File: src/rtl/uart_rx_ctrl.sv
// uart_rx_ctrl: front end for a UART receiver core.
// - Synchronizes the serial line (two flops) and hands it to the receiver.
// - Generates the oversample tick from the system clock.
// - Buffers received bytes in a small FIFO with a sticky overflow flag.
// Optional feature: define UART_RX_CTRL_ERRCNT_EN to add the saturating
// errCount output that counts receiver error ticks.
module uart_rx_ctrl #(
  parameter int Oversample = 16,
  parameter int Divisor    = 27,
  parameter int FifoDepth  = 4
) (
  input  logic       clk,
  input  logic       nReset,
  input  logic       rxPin,
  input  logic       enable,
  output logic       rxEn,
  output logic       rxIn,
  input  logic [7:0] rxData,
  input  logic       rxDone,
  input  logic       rxErr,
  output logic [7:0] outData,
  output logic       outValid,
  input  logic       outReady,
  output logic       overflow,
  input  logic       clearOverflow
`ifdef UART_RX_CTRL_ERRCNT_EN
  ,
  output logic [7:0] errCount
`endif
);

  localparam int TcW  = (Divisor > 1) ? $clog2(Divisor) : 1;
  localparam int PtrW = $clog2(FifoDepth);
  localparam int CntW = $clog2(FifoDepth) + 1;
  localparam logic [TcW-1:0]  TcReload = TcW'(Divisor - 1);
  localparam logic [CntW-1:0] CntFull  = CntW'(FifoDepth);
  // An out-of-range configuration never produces ticks, so it cannot
  // silently run at a wrong bit rate.
  localparam bit CfgOk = (Oversample >= 4) && (Divisor >= 1) && (FifoDepth >= 2);

  // Line synchronizer
  logic sync_1;

  // Tick generator
  logic [TcW-1:0] tc;
  logic [TcW-1:0] tc_next;
  logic           rx_en_next;

  // FIFO storage and control
  logic [7:0]      mem [FifoDepth];
  logic [PtrW-1:0] wr_ptr;
  logic [PtrW-1:0] rd_ptr;
  logic [CntW-1:0] count;
  logic [PtrW-1:0] wr_ptr_next;
  logic [PtrW-1:0] rd_ptr_next;
  logic [CntW-1:0] count_next;
  logic [7:0]      head_next;
  logic            push_req;
  logic            push_acc;
  logic            pop;
  logic            full;
  logic            drop;
  logic            overflow_next;

  // Two-flop synchronizer for the asynchronous serial line; idles high.
  always_ff @(posedge clk or negedge nReset) begin
    if (!nReset) begin
      sync_1 <= 1'b1;
      rxIn   <= 1'b1;
    end else begin
      sync_1 <= rxPin;
      rxIn   <= sync_1;
    end
  end

  // Tick counter next state: count down while enabled, pulse and reload at zero.
  always_comb begin
    tc_next    = tc;
    rx_en_next = 1'b0;
    if (enable && CfgOk) begin
      if (tc == {TcW{1'b0}}) begin
        tc_next    = TcReload;
        rx_en_next = 1'b1;
      end else begin
        tc_next = tc - TcW'(1);
      end
    end else begin
      tc_next = TcReload;
    end
  end

  // Tick counter and registered oversample tick.
  always_ff @(posedge clk or negedge nReset) begin
    if (!nReset) begin
      tc   <= TcReload;
      rxEn <= 1'b0;
    end else begin
      tc   <= tc_next;
      rxEn <= rx_en_next;
    end
  end

  // FIFO next state: accept/drop decision, pointer and count updates, new head.
  always_comb begin
    push_req = rxDone & rxEn & ~rxErr;
    pop      = outValid & outReady;
    full     = (count == CntFull);
    push_acc = push_req & (~full | pop);
    drop     = push_req & full & ~pop;

    wr_ptr_next = wr_ptr;
    if (push_acc) begin
      wr_ptr_next = wr_ptr + PtrW'(1);
    end else begin
      wr_ptr_next = wr_ptr;
    end

    rd_ptr_next = rd_ptr;
    if (pop) begin
      rd_ptr_next = rd_ptr + PtrW'(1);
    end else begin
      rd_ptr_next = rd_ptr;
    end

    count_next = count;
    case ({push_acc, pop})
      2'b10:   count_next = count + CntW'(1);
      2'b01:   count_next = count - CntW'(1);
      default: count_next = count;
    endcase

    // The byte being written becomes the head when it lands on the new read slot.
    head_next = mem[rd_ptr_next];
    if (push_acc && (wr_ptr == rd_ptr_next)) begin
      head_next = rxData;
    end else begin
      head_next = mem[rd_ptr_next];
    end

    // A drop in the same cycle as a clear keeps the flag set.
    overflow_next = overflow;
    if (drop) begin
      overflow_next = 1'b1;
    end else if (clearOverflow) begin
      overflow_next = 1'b0;
    end else begin
      overflow_next = overflow;
    end
  end

  // FIFO state registers and registered head/valid/overflow outputs.
  always_ff @(posedge clk or negedge nReset) begin
    if (!nReset) begin
      for (int i = 0; i < FifoDepth; i++) begin
        mem[i] <= 8'h00;
      end
      wr_ptr   <= {PtrW{1'b0}};
      rd_ptr   <= {PtrW{1'b0}};
      count    <= {CntW{1'b0}};
      outData  <= 8'h00;
      outValid <= 1'b0;
      overflow <= 1'b0;
    end else begin
      if (push_acc) begin
        mem[wr_ptr] <= rxData;
      end
      wr_ptr   <= wr_ptr_next;
      rd_ptr   <= rd_ptr_next;
      count    <= count_next;
      outData  <= head_next;
      outValid <= (count_next != {CntW{1'b0}});
      overflow <= overflow_next;
    end
  end

`ifdef UART_RX_CTRL_ERRCNT_EN
  // Saturating count of receiver errors reported on a tick; cleared only by reset.
  always_ff @(posedge clk or negedge nReset) begin
    if (!nReset) begin
      errCount <= 8'h00;
    end else if (rxErr && rxEn && (errCount != 8'hFF)) begin
      errCount <= errCount + 8'h01;
    end else begin
      errCount <= errCount;
    end
  end
`endif

endmodule

File: config.mk
export PLATFORM = sky130hd
export DESIGN_NAME = uart_rx_ctrl
export DESIGN_NICKNAME = d
export VERILOG_FILES = /design/src/rtl/uart_rx_ctrl.sv
export SDC_FILE = /design/constraint.sdc
export NUM_CORES = 1
export LEC_CHECK = 0
export ABC_AREA = 1
export ABC_CLOCK_PERIOD_IN_PS = 2600
export BUFFER_PORTS_ARGS = -buffer_cell sky130_fd_sc_hd__buf_4
export CORE_MARGIN = 1
export CORE_UTILIZATION = 58
export CTS_BUF_LIST = sky130_fd_sc_hd__clkbuf_16
export DETAILED_ROUTE_END_ITERATION = 12
export PLACE_DENSITY = 0.78
export SLEW_MARGIN = 0
export SYNTH_ARGS = -nofsm -noshare
export SYNTH_HDL_FRONTEND = slang
export SYNTH_SLANG_ARGS = --single-unit
export TNS_END_PERCENT = 1
File: constraint.sdc
create_clock -name clk -period 2.6 [get_ports clk]
set_input_delay 0.13 -clock clk [delete_from_list [all_inputs] [get_ports clk]]
set_output_delay 0.13 -clock clk [all_outputs]
set_load 0.03 [all_outputs]
==> results by group <==
STA
  • Max Clk Rate: 485 MHz
  • Final hold violation count: 0
  • Final critical-path share of the clock period: around four fifths
  • Setup ws final: between 0.5 and 0.6 ns
  • Slew of the pin with the lowest slew margin: 0.693 ns
  • Final TNS setup: 0 ns
  • Slew Viols, Final: 0
  • Tmin final: roughly 2 ns
  • Setup-failing EPs final: 0
  • RSZ-0062 raised after global routing: false
  • Worst Skew: just over 0.007 ns
  • Max_slew headroom: between 50 and 60%

Logic synthesis
  • Asr flop ratio synth: between 90% and 100%
  • Syn_nets: 330
  • Synth area leader: dfrtp_1
  • Seq/Total Area, Yosys: just over 50%
  • Top FF cell, synth: dfrtp_1
  • Netlist cell types: 27
  • Most common cell in the synthesized netlist: nand2_1
  • Area contributors post-synth: dfrtp_1 (46%), nand2_1 (11%), inv_1 (4.9%)
  • Post-synth EDFFs: 0
  • Share of the synthesized area in the top cell type: between 40% and 50%
  • Number of synthesized register bits: 57
  • Mapped Cells: ~300
  • Netlist Area Pre-Place: approximately 2800 um2
  • Synth warnings: 0
  • Syn avg cell area: roughly 9.2 um2
  • Synth top cells by count: nand2_1 (85), dfrtp_1 (52), inv_1 (37)

Place
  • Number of port buffers: 27
  • Pre-CTS setup slack: 0.597 ns
  • Dpl hpwl: about 3.5 mm
  • Gpl congestion: 0.784

Floorplanning
  • Die Ht: about 70 um
  • Ports: 28
  • Row cnt: 25
  • Die area: between 5000 and 6000 um2
  • Total core area: 4720 um2
  • Initial Util: roughly 60%
  • Die width: between 70 and 80 um

Clock tree
  • CTS tree: built
  • CTS Root Cell: clkbuf_16
  • CTS H-tree depth: 3
  • Clock-pin slew on the worst setup and hold paths: around 0.050 ns
  • CTS buffer count: 9
  • Resize count post-CTS: 0
  • Clk Latency, worst-skew pair: 0.32 ns
  • Post-CTS Setup Repair Bufs: 0
  • CTS Sinks: between 50 and 60
  • CTS max path bufs: 2

Worst setup path
  • CP Data Arrival Time: between 2 and 2.5 ns
  • Req. time, crit path: about 2.8 ns
  • Crit Path Max Fanout: 4
  • CP Launch Type: register
  • Kind of critical path: reg2reg
  • CP Capture Type: register
  • Reg2Reg Depth: 10

Worst hold path
  • Min-Delay Path Depth: 2
  • Class of the worst hold path: in2reg

Drt
  • # DRC: 0
  • Via/cell ratio: 5.20
  • Post-route ant nets: 0
  • Pre-antenna DRT Iters: 4
  • Vias: approximately 2100
  • Initial DRC count: between 200 and 250
  • DR WL/cell: about 14 um
  • Final WL: between 5 and 6 mm

GRT
  • Number of global-route vias before repair: approximately 2100
  • First-pass GRT wire length: between 9 and 10 mm
  • Tot GR Track Use: about 26%
  • GR Overflow Total: 0
  • Antenna violations before repair: 0
  • Largest net degree at the start of global routing: 58

Power
  • LEAKAGE: 1.75 nW
  • Max VDD drop: between 0.4 and 0.5 mV
  • Pwr per Cell Area: 951 nW/um2

Layout
  • Antenna cells: 0
  • Ratio of cells with drive above 1 in the final layout: 20.9%
  • Final nets: between 300 and 400
  • Area Overhead vs Synth: 18.7%

Flow run
  • Maxcap violations: 0

Outcome
  • Status: finished clean
-- layer usage --
| metal | track usage, % | part of all wire (%) | up-vias |
|---|---|---|---|
| met5 | 0 | 0 | - |
| met4 | 12.4 | 2.3 | 0 |
| met3 | 5.91 | 5.5 | 12 |
| met2 | 38.4 | 46 | 62 |
| met1 | 35.0 | 47 | 1020 |
| li1 | - | - | 1044 |
-- cell families (layout without fill, tap and decap cells) --
logic type | Yosys count | in the layout | synth area share, %
AO/OA/AOI/OAI | 36 | 36 | 7.42
AND/OR/NAND/NOR | 155 | 155 | 28.5
adder cells (fa/ha/maj) | 7 | 7 | 3.36
multiplexers | 1 | 1 | 0.398
flip-flops | 57 | 57 | 50.6
buffers and inverters | 46 | 83 | 8.13
XOR/XNOR | 5 | 5 | 1.55
-- path summary, 6_finish.rpt --
check	startpoint	to	slack [ns]
min in group asynchronous	nReset	outData[2]$_DFF_PN0_	0.40
setup reg to reg	outValid$_DFF_PN0_	outValid$_DFF_PN0_	0.54
hold / removal	clearOverflow	overflow$_DFFE_PN0P_	0.005
hold reg to reg	sync_1$_DFF_PN1_	rxIn$_DFF_PN1_	0.35
setup / recovery	outValid$_DFF_PN0_	outValid$_DFF_PN0_	0.54
max in group asynchronous	nReset	mem[17]$_DFFE_PN0P_	1.74
-- registers in the layout, indices dropped and copies added, names as in the netlist, 2 cells and up --
signal   cells
count        3
mem         32
outData      8
rd_ptr       2
tc           5
wr_ptr       2
-- cell type report --
cell class              instances  area (um2)
flip-flops and latches         57        1430
fillers                       345        1360
multi-input cells             204        1170
clock buffers                   9         225
repair buffers                 29         223
inverters                      38         150
well taps                      67        83.8
clock inverters                 7        78.8
-- repair_timing --
| item | CTS | global route |
|---|---|---|
| hold buffers | 2 | 0 |
| endpoints found under the setup margin | 0 | 0 |
| hold endpoints to repair | 53 | 0 |
-- report_power, final --
part / switching [mW] / total (mW) / internal, mW
registers: 0.0621 / 1.06 / 0.998
clock network: 0.368 / 1.19 / 0.818
logic: 0.639 / 0.952 / 0.313
-- layout by cell type, fill, tap and decap left out, types with 6 or more instances in the layout --
cell | Yosys | routed
nor2_1 | 8 | 8
o21ai_1 | 25 | 25
ha_1 | 6 | 6
nand3b_1 | 16 | 16
o21ai_2 | 7 | 7
nand2_1 | 85 | 85
inv_1 | 37 | 40
nand2_4 | 11 | 11
nand3_1 | 25 | 25
clkbuf_16 | 0 | 9
dfrtp_1 | 52 | 52
buf_4 | 1 | 27
-- worst max-delay path, stage by stage, from the launching register on --
cell,delay (ns)
dfrtp_1,0.39
nand2_2,0.11
nand3_2,0.12
nand2_4,0.11
ha_1,0.26
fa_1,0.40
a21oi_1,0.15
o21ai_0,0.12
xor2_1,0.17
inv_1,0.07
nand2_1,0.05
-- per-stage QoR --
stage	utilization, %	instances	cell area (um2)	hold slack [ns]	power, mW
2_1_floorplan	-	307	2830	-0.166	1.77
3_3_place_gp	64.3	393	3040	0.230	1.99
3_5_place_dp	64.3	393	3040	0.220	2.01
4_1_cts	71.2	411	3360	0.00238	3.22
5_1_grt	71.2	411	3360	0.00248	3.37
6_report	71.2	411	3360	0.00512	3.20
Note: power is estimated with default switching activity, not from simulation.
